### src/rtl/ctrl_branch_unit_if.sv
// Branch-unit bus: ID-stage branch op, EX-stage ALU flags, redirect outputs
// and RAS status.
// The ID side is valid-only: the unit samples valid_ID/br_op_ID/br_target_ID/
// prog_ctr_ID on every rising edge with no ready/backpressure. The decoder
// must honour flush_ID in the same cycle it is asserted.
interface ctrl_branch_unit_if #(
  parameter int PROG_CTR_WID = 10,
  parameter int RAS_DEPTH    = 4
);
  logic                               valid_ID;
  logic [2:0]                         br_op_ID;
  logic [PROG_CTR_WID-1:0]            br_target_ID;
  logic [PROG_CTR_WID-1:0]            prog_ctr_ID;
  logic                               zero_flag_EX;
  logic                               carry_flag_EX;
  logic                               branch_taken_EX;
  logic [PROG_CTR_WID-1:0]            nxt_prog_ctr_EX;
  logic                               flush_ID;
  logic [$clog2(RAS_DEPTH+1)-1:0]     ras_count;
  logic                               ras_underflow_err;

  // Pipeline side: drives ID ops and flags, observes redirect and status.
  modport master (
    output valid_ID, br_op_ID, br_target_ID, prog_ctr_ID,
           zero_flag_EX, carry_flag_EX,
    input  branch_taken_EX, nxt_prog_ctr_EX, flush_ID,
           ras_count, ras_underflow_err
  );

  // Branch unit side.
  modport slave (
    input  valid_ID, br_op_ID, br_target_ID, prog_ctr_ID,
           zero_flag_EX, carry_flag_EX,
    output branch_taken_EX, nxt_prog_ctr_EX, flush_ID,
           ras_count, ras_underflow_err
  );
endinterface

### src/rtl/ctrl_branch_unit.sv
// EX-stage branch resolution: latches the ID branch op, resolves it against
// ALU flags, keeps a circular return-address stack for CALL/RET and squashes
// wrong-path instructions after a taken branch.
module ctrl_branch_unit #(
  parameter int PROG_CTR_WID = 10,
  parameter int RAS_DEPTH    = 4,
  parameter int SQUASH_DEPTH = 2
) (
  input  logic               clk,
  input  logic               reset,
  ctrl_branch_unit_if.slave  bus
);
  localparam int PTR_W = (RAS_DEPTH > 1) ? $clog2(RAS_DEPTH) : 1;
  localparam int CNT_W = $clog2(RAS_DEPTH + 1);
  localparam int SQ_W  = (SQUASH_DEPTH > 1) ? $clog2(SQUASH_DEPTH + 1) : 1;

  localparam logic [2:0] OP_NONE = 3'b000;
  localparam logic [2:0] OP_JMP  = 3'b001;
  localparam logic [2:0] OP_BZ   = 3'b010;
  localparam logic [2:0] OP_BNZ  = 3'b011;
  localparam logic [2:0] OP_BC   = 3'b100;
  localparam logic [2:0] OP_BNC  = 3'b101;
  localparam logic [2:0] OP_CALL = 3'b110;
  localparam logic [2:0] OP_RET  = 3'b111;

  localparam logic [CNT_W-1:0] CNT_FULL = CNT_W'(RAS_DEPTH);
  localparam logic [SQ_W-1:0]  SQ_LOAD  = SQ_W'(SQUASH_DEPTH - 1);

  // EX pipeline register
  logic                    valid_ex;
  logic [2:0]              op_ex;
  logic [PROG_CTR_WID-1:0] target_ex;
  logic [PROG_CTR_WID-1:0] pc_ex;

  // Squash window and return-address stack
  logic [SQ_W-1:0]         squash_cnt;
  logic [PROG_CTR_WID-1:0] ras_mem [RAS_DEPTH];
  logic [PTR_W-1:0]        wp;
  logic [PTR_W-1:0]        top_idx;
  logic [CNT_W-1:0]        count;
  logic                    err;

  logic                    taken;
  logic [PROG_CTR_WID-1:0] nxt;
  logic                    squash;
  logic                    push;
  logic                    pop_ok;
  logic                    underflow;

  assign squash    = taken || (squash_cnt != '0);
  assign top_idx   = wp - PTR_W'(1);
  assign push      = valid_ex && (op_ex == OP_CALL);
  assign pop_ok    = valid_ex && (op_ex == OP_RET) && (count != '0);
  assign underflow = valid_ex && (op_ex == OP_RET) && (count == '0);

  // EX register: take the ID op, or a bubble while squashing wrong-path work
  always_ff @(posedge clk or negedge reset) begin
    if (!reset) begin
      valid_ex  <= 1'b0;
      op_ex     <= OP_NONE;
      target_ex <= '0;
      pc_ex     <= '0;
    end else if (squash) begin
      valid_ex  <= 1'b0;
      op_ex     <= OP_NONE;
      target_ex <= '0;
      pc_ex     <= '0;
    end else begin
      valid_ex  <= bus.valid_ID;
      op_ex     <= bus.br_op_ID;
      target_ex <= bus.br_target_ID;
      pc_ex     <= bus.prog_ctr_ID;
    end
  end

  // Resolve the EX op; flags only matter for the four conditional branches
  always_comb begin
    taken = 1'b0;
    nxt   = '0;
    if (valid_ex) begin
      case (op_ex)
        OP_JMP, OP_CALL: taken = 1'b1;
        OP_RET:          taken = 1'b1;
        OP_BZ:           taken = bus.zero_flag_EX;
        OP_BNZ:          taken = !bus.zero_flag_EX;
        OP_BC:           taken = bus.carry_flag_EX;
        OP_BNC:          taken = !bus.carry_flag_EX;
        default:         taken = 1'b0;
      endcase
      if (taken) begin
        if (op_ex == OP_RET) nxt = (count != '0) ? ras_mem[top_idx] : '0;
        else                 nxt = target_ex;
      end
    end
  end

  // Squash counter: reload on a taken branch, then count down to zero
  always_ff @(posedge clk or negedge reset) begin
    if (!reset)                 squash_cnt <= '0;
    else if (taken)             squash_cnt <= SQ_LOAD;
    else if (squash_cnt != '0)  squash_cnt <= squash_cnt - SQ_W'(1);
  end

  // Return-address stack: one push or pop per cycle, oldest entry lost on overflow
  always_ff @(posedge clk or negedge reset) begin
    if (!reset) begin
      wp    <= '0;
      count <= '0;
      err   <= 1'b0;
      for (int i = 0; i < RAS_DEPTH; i++) ras_mem[i] <= '0;
    end else if (push) begin
      ras_mem[wp] <= pc_ex + PROG_CTR_WID'(1);
      wp          <= wp + PTR_W'(1);
      if (count != CNT_FULL) count <= count + CNT_W'(1);
    end else if (pop_ok) begin
      wp    <= wp - PTR_W'(1);
      count <= count - CNT_W'(1);
    end else if (underflow) begin
      err <= 1'b1;
    end
  end

  // Outputs toward the program counter, decoder and status
  always_comb begin
    bus.branch_taken_EX   = taken;
    bus.nxt_prog_ctr_EX   = nxt;
    bus.flush_ID          = squash;
    bus.ras_count         = count;
    bus.ras_underflow_err = err;
  end
endmodule
### src/flat_wrapper.sv
// flat-port wrapper written by rule: the top's interface ports become plain ports
module ctrl_branch_unit_flat 
#(
  parameter int PROG_CTR_WID = 10,
  parameter int RAS_DEPTH    = 4,
  parameter int SQUASH_DEPTH = 2
)
  (clk, reset, bus_valid_ID, bus_br_op_ID, bus_br_target_ID, bus_prog_ctr_ID, bus_zero_flag_EX, bus_carry_flag_EX, bus_branch_taken_EX, bus_nxt_prog_ctr_EX, bus_flush_ID, bus_ras_count, bus_ras_underflow_err);
  ctrl_branch_unit_if #(.PROG_CTR_WID(PROG_CTR_WID), .RAS_DEPTH(RAS_DEPTH)) bus_i ();
  input  logic clk;
  input  logic reset;
  input wire logic [$bits(bus_i.valid_ID)-1:0] bus_valid_ID;
  input wire logic [$bits(bus_i.br_op_ID)-1:0] bus_br_op_ID;
  input wire logic [$bits(bus_i.br_target_ID)-1:0] bus_br_target_ID;
  input wire logic [$bits(bus_i.prog_ctr_ID)-1:0] bus_prog_ctr_ID;
  input wire logic [$bits(bus_i.zero_flag_EX)-1:0] bus_zero_flag_EX;
  input wire logic [$bits(bus_i.carry_flag_EX)-1:0] bus_carry_flag_EX;
  output wire logic [$bits(bus_i.branch_taken_EX)-1:0] bus_branch_taken_EX;
  output wire logic [$bits(bus_i.nxt_prog_ctr_EX)-1:0] bus_nxt_prog_ctr_EX;
  output wire logic [$bits(bus_i.flush_ID)-1:0] bus_flush_ID;
  output wire logic [$bits(bus_i.ras_count)-1:0] bus_ras_count;
  output wire logic [$bits(bus_i.ras_underflow_err)-1:0] bus_ras_underflow_err;
  assign bus_i.valid_ID = bus_valid_ID;
  assign bus_i.br_op_ID = bus_br_op_ID;
  assign bus_i.br_target_ID = bus_br_target_ID;
  assign bus_i.prog_ctr_ID = bus_prog_ctr_ID;
  assign bus_i.zero_flag_EX = bus_zero_flag_EX;
  assign bus_i.carry_flag_EX = bus_carry_flag_EX;
  assign bus_branch_taken_EX = bus_i.branch_taken_EX;
  assign bus_nxt_prog_ctr_EX = bus_i.nxt_prog_ctr_EX;
  assign bus_flush_ID = bus_i.flush_ID;
  assign bus_ras_count = bus_i.ras_count;
  assign bus_ras_underflow_err = bus_i.ras_underflow_err;
  ctrl_branch_unit #(.PROG_CTR_WID(PROG_CTR_WID), .RAS_DEPTH(RAS_DEPTH), .SQUASH_DEPTH(SQUASH_DEPTH)) u_core (.clk(clk), .reset(reset), .bus(bus_i));
endmodule
### config.mk
export PLATFORM = sky130hd
export DESIGN_NAME = ctrl_branch_unit_flat
export DESIGN_NICKNAME = d
export VERILOG_FILES = /design/src/rtl/ctrl_branch_unit_if.sv /design/src/rtl/ctrl_branch_unit.sv /design/src/flat_wrapper.sv
export SDC_FILE = /design/constraint.sdc
export NUM_CORES = 1
export LEC_CHECK = 0
export ABC_AREA = 0
export ABC_CLOCK_PERIOD_IN_PS = 2700
export CAP_MARGIN = 20
export CELL_PAD_IN_SITES_DETAIL_PLACEMENT = 0
export CELL_PAD_IN_SITES_GLOBAL_PLACEMENT = 1
export CORE_MARGIN = 1
export CORE_UTILIZATION = 30
export DETAILED_ROUTE_END_ITERATION = 6
export PLACE_DENSITY = 0.62
export SLEW_MARGIN = 25
export SYNTH_ARGS = -nofsm -noshare
export SYNTH_HDL_FRONTEND = slang
export SYNTH_SLANG_ARGS = --single-unit
### constraint.sdc
create_clock -name clk -period 2.7 [get_ports clk]
set_clock_uncertainty 0.05 [all_clocks]
set_input_delay 0.54 -clock clk [delete_from_list [all_inputs] [get_ports clk]]
set_output_delay 0.54 -clock clk [all_outputs]
set_load 0.03 [all_outputs]
# Word level (Yosys, flattened, before mapping)
# Cells that the tools add are included.
op_classes:
  add_sub_neg: 6
  n_lt_le_gt_ge: 3
  n_eq_ne: 9
  mux: 24
  bitwise_logic: 4
  reduce_logical: 16
ops:
  columns: ["operator", "count"]
  rows:
  - ["$mux 10", 9]
  - ["$bwmux 40", 1]
  - ["$bmux 10 s2", 1]
  - ["$demux 10 s2", 1]
  - ["$eq 3x3->1 const B", 4]
  - ["$mux 3", 4]
  - ["$add 10x1->10 const B", 1]
  - ["$mux 2", 4]
  - ["$eq 3x2->1 const B", 2]
  - ["$ge 3x3->1 const B", 2]
  - ["$not 2->3", 2]
  - ["$reduce_bool 2->1", 3]
  - ["$logic_and 1x1->1", 5]
  - ["$pmux 1 s5", 1]
  - ["$sub 2x1->2 const B", 2]
  - ["$add 3x1->3 const B", 1]
  - ["$eq 3x1->1 const B", 1]
  - ["$logic_not 3->1", 1]
  - ["$lt 3x1->1 const B", 1]
  - ["$mux 1", 3]
  - ["$ne 3x3->1 const B", 1]
  - ["$reduce_and 3->1", 1]
  - ["$reduce_bool 3->1", 1]
  - ["$reduce_or 3->1", 1]
  - ["7 further kinds", 9]
word_totals:
  ff_bits: 72
  out_inout_bits: 16
  wordCells: 74

# Depth between registers and ports, before layout
logic_depth:
  depth_word: 9
  depth_mapped: 9

# Worst setup path after synthesis
# OpenSTA, ideal clock, no wires.
synth_path:
  path_kind: "register to output"
  startpoint: "register u_core.wp[0]"
  endpoint: "output bus_nxt_prog_ctr_EX[1]"
  t_arrival_ps: 2202
  setup_slack_ps: -92
  path_stages_with_launch: 8
  path_buffers: 2
  cell_sequence: "dfrtp_1 > buf_4 > inv_1 > ha_1 > buf_1 > mux4_2 > nand3_1 > a22oi_1"
synth_between:
  elab_chain_len: 9
synth_rtl:
  columns: ["element", "line", "source"]
  rows:
  - ["start, declared", "ctrl_branch_unit.sv:38", "logic [PTR_W-1:0] wp;"]
  - ["start signal, assigned", "ctrl_branch_unit.sv:113", "wp <= wp + PTR_W'(1);"]
  - ["start signal, assigned", "ctrl_branch_unit.sv:116", "wp <= wp - PTR_W'(1);"]
  - ["$sub 2x1->2", "ctrl_branch_unit.sv:51", "assign top_idx = wp - PTR_W'(1);"]
  - ["net u_core.top_idx[0]", "ctrl_branch_unit.sv:39", "logic [PTR_W-1:0] top_idx;"]
  - ["$not 2->3 (implied by the code)", "ctrl_branch_unit.sv:91", "if (op_ex == OP_RET) nxt = (count != '0) ? ras_mem[top_idx] : '0;"]
  - ["$bmux 10 s2", "ctrl_branch_unit.sv:91", null]
  - ["$mux 10 (implied by the code) (2 in series)", "ctrl_branch_unit.sv:91", null]
  - ["$mux 10 (2 in series)", "ctrl_branch_unit.sv:91", null]
  - ["$mux 10", "ctrl_branch_unit.sv:90", "if (taken) begin"]
  - ["$mux 10", "ctrl_branch_unit.sv:80", "if (valid_ex) begin"]
  - ["end, declared", "flat_wrapper.sv:19", "output wire logic [$bits(bus_i.nxt_prog_ctr_EX)-1:0] bus_nxt_prog_ctr_EX;"]
# The timed path passes the listed nets, and every way through them passes these cells. The select of a mux whose other input is x is not followed.

# Worst setup path in the final report
layout_path:
  startpoint: "input bus_carry_flag_EX"
  endpoint: "output bus_nxt_prog_ctr_EX[9]"
layout_between:
  elab_chain_len: 5
layout_rtl:
  columns: ["element", "line", "source"]
  rows:
  - ["start, declared", "flat_wrapper.sv:17", "input wire logic [$bits(bus_i.carry_flag_EX)-1:0] bus_carry_flag_EX;"]
  - ["$logic_not 1->1", "ctrl_branch_unit.sv:87", "OP_BNC: taken = !bus.carry_flag_EX;"]
  - ["$pmux 1 s5 *", "ctrl_branch_unit.sv:81", "case (op_ex)"]
  - ["$mux 1 *", "ctrl_branch_unit.sv:80", null]
  - ["$mux 10 *", "ctrl_branch_unit.sv:90", null]
  - ["$mux 10 *", "ctrl_branch_unit.sv:80", null]
# Every way passes the cells marked *; elsewhere a longest branch is shown, timed or not. The select of a mux whose other input is x is not followed.

==> results_dict.tcl <==
set metrics [dict create \
    clockBufferDepth 2 \
    period_minus_slack_ps 2588 \
    post_cts_resized 1 \
    area_delta_synth_final_pct 23.30 \
    critPathSlowestCell "or3_4" \
    netlist_area_mm2 0.003582 \
    viasPerCell 5.404 \
    dp_cells 489 \
    worst_path_largest_cell_delay_ps 490 \
    finalPower_w 0.003767 \
    grt_pass1_vias 2815 \
    coreArea_mm2 0.01152 \
    reg2reg_from "u_core.op_ex[0]$_DFF_PN0_" \
    drtIter0Drc 220 \
    synthMuxAreaShare 0.07964 \
    die_area_mm2 0.01238 \
    die_h_um 111.3 \
    fin_setup_tns_ps 0 \
    ys_warn_count 0 \
    synthCells 322 \
    hold_path.class "in2async" \
    ir_drop_mv 0.3869 \
    clk_latency_ps 330 \
    nets 392 \
    vias 2729 \
    yosysSeqAreaShare 0.5030 \
    setup_viol 0 \
    cap_viol_max_count 0 \
    post_drt_wl_per_cell_um 17.76 \
    critPathKind "in2out" \
    maxSlewViolCount 0 \
    ys_ff_latch 72 \
    synth_top_family_by_area "compound AO/OA/AOI/OAI gates" \
    cp-start-kind "input port" \
    port_buffers 43 \
    synth_top_area_cell "dfrtp_1" \
    synth.distinct_cells 45 \
    rsz0062_at_grt "no" \
    finalCritPeriodShare 0.9585 \
    critPathRequiredTime_ps 2110 \
    violations "DRC" \
    die_w_um 111.3 \
    grt_max_degree 44 \
    grt.total_usage 0.1606 \
    drive_above_1_share 0.1961 \
    cts.hold.buffers_added 0 \
    crit_arrival_ps 2000 \
    grt_pass1_wl_mm 15.44 \
    num_antenna_cells 0 \
    firstDrtPassIters 6 \
    path_max_fanout 14 \
    crit_chain "clkdlybuf4s50_1, a21oi_1, or3_4, a22oi_1, buf_4" \
    r2r_cells 4 \
    crit_path_end_kind "primary output" \
    cts-buffers-inserted 9 \
    syn_area_per_cell_um2 11.12 \
    power.leakage_nw 1.831 \
    cts_sinks 72 \
    cts_tree "yes" \
    cts-htree-levels 3 \
    cts_setup_buffers 0 \
    r2r_slack_ps 630 \
    wirelength_mm 8.970 \
    synthAdderAreaFrac 0.02655 \
    gp_congestion 0.7382 \
    clockRootBuffer "clkbuf_16" \
    cts.clk_slew.worst_paths_ps 60 \
    powerDensity_mw_per_mm2 852.9 \
    tightestPinTransition_ps 927.5 \
    synth-simple-area-share 0.1425 \
    report.final.hold_viol_count 0 \
    antenna_found_initial 0 \
    hpwl_mm 6.170 \
    synth_compound_gate_area_share 0.1760 \
    timing.rr.end "u_core.ras_mem[21]$_DFFE_PN0P_" \
    status "finished with violations" \
    relSlewSlack 0.3816 \
    final_antenna_net_count 0 \
    start_util 0.3111 \
    max_freq_mhz 386.4 \
    stdcell_count 505 \
    drc_errors 2 \
    ys_top_cells_by_area "dfrtp_1 (50%), a21oi_1 (7.5%), mux4_2 (6.3%)" \
    grt.overflow.total 0 \
    post-route-util 0.3835 \
    synth_xor_area_frac 0.01467 \
    synth_top_area_share 0.5030 \
    fp-row-count 39 \
    io_pins 44 \
    synth_fp_nets 357 \
    timing.hold.ws_ps 149.0 \
]
==> where the power goes <==
group | switching (W) | internal (W)
Combinational | 0.000628 | 0.000452
Sequential | 0.000197 | 0.00130
Clock | 0.000471 | 0.000716
Total | 0.00130 | 0.00247
==> metrics by stage <==
step / worst slack, ps / cell area [um2]
2_1_floorplan: 82.72 / 3622
3_3_place_gp: 128.2 / 4108
3_5_place_dp: 107.2 / 4108
4_1_cts: 5.388 / 4407
5_1_grt: 19.38 / 4417
6_report: 112.1 / 4417
==> how the worst max path moves through the flow <==
stage	from	to	slack, ps	depth (start not counted)
6_report	bus_carry_flag_EX	bus_nxt_prog_ctr_EX[9]	110	5
5_1_grt	u_core.op_ex[0]$_DFF_PN0_	bus_nxt_prog_ctr_EX[0]	20	4
4_1_cts	u_core.wp[1]$_DFFE_PN0P_	bus_nxt_prog_ctr_EX[5]	5	6
3_5_place_dp	bus_carry_flag_EX	bus_nxt_prog_ctr_EX[9]	110	5
3_3_place_gp	bus_carry_flag_EX	bus_nxt_prog_ctr_EX[0]	130	5
2_1_floorplan	u_core.wp[0]$_DFFE_PN0P_	bus_nxt_prog_ctr_EX[1]	80	7
==> cell type report <==
class | instances | area (um2)
multi-input cells | 213 | 1627
repair buffers | 53 | 483.0
clock inverters | 7 | 71.32
fillers | 1121 | 7099
flip-flops and latches | 72 | 1802
clock buffers | 9 | 225.2
inverters | 8 | 30.03
well taps | 143 | 178.9
==> worst max-delay path: cells and delay by family <==
kind                   cells  cell delay (ps)
and+or+nand+nor            1              490
buffers and inverters      2              670
AOI/OAI and AO/OA          2              300
==> kinds of logic after synthesis <==
logic type | Yosys count
fa+ha+maj | 7
buf+inv | 37
compound gates | 105
simple gates | 81
mux | 14
flops | 72
xor+xnor | 6
==> cells in the mapped netlist (all sizes together) <==
cell type and number:
a211oi 1, a31oi 21, nand2 17, clkbuf 8, and4b 1, o2111a 1, nor2 1, buf 21
fa 1, o31ai 4, nor3b 24, a211o 1, a21oi 54, and3 2, nand4 2, a311o 1
o22a 1, mux4 10, xnor2 2, a22oi 10, xor2 4, o211ai 1, and2 4, or3 5
o21bai 1, a22o 1, nor2b 1, nor4b 2, nand2b 1, ha 6, inv 8, nand3 18
o2111ai 1, or4 2, o21ai 5, a21o 2, dfrtp 72, nand3b 1, mux2 4
==> state kept, by name, summed over array words and instances, names as in the netlist <==
name                          flops
u_core.bus.ras_underflow_err      1
u_core.target_ex                 10
u_core.bus.ras_count              3
u_core.squash_cnt                 2
u_core.valid_ex                   1
u_core.pc_ex                     10
u_core.wp                         2
u_core.op_ex                      3
u_core.ras_mem                   40
==> metal layers <==
metal  track usage  wire (um)  share of wire  vias to the layer above
met5             0          0              0                        -
met4       0.04595        121          0.013                        0
met3       0.03445        497          0.055                       10
met2        0.2500       4236           0.47                       86
met1        0.2247       4114           0.46                     1365
li1              -          -              -                     1268
==> cells in the final DEF, fill, tap and decap left out, types with 2 or more instances in the layout <==
cell,synthesis,layout
clkbuf_16,0,9
mux2_4,4,4
nor3b_1,24,24
inv_1,8,8
a21oi_1,54,54
buf_4,2,21
ha_1,6,5
nand3_1,18,18
o31ai_1,3,3
a22oi_2,0,8
o21ai_0,5,5
or3_1,4,4
and2_4,4,4
or4_4,2,2
and3_1,2,2
a22oi_1,10,2
dfrtp_1,72,72
clkdlybuf4s50_1,0,30
nor4b_1,2,2
a21o_1,2,2
xnor2_1,2,2
a31oi_1,21,21
clkinv_4,0,2
clkinv_2,0,3
xor2_1,4,4
mux4_2,10,10
nand2_1,17,17
Power figures use the tool's default switching activity.
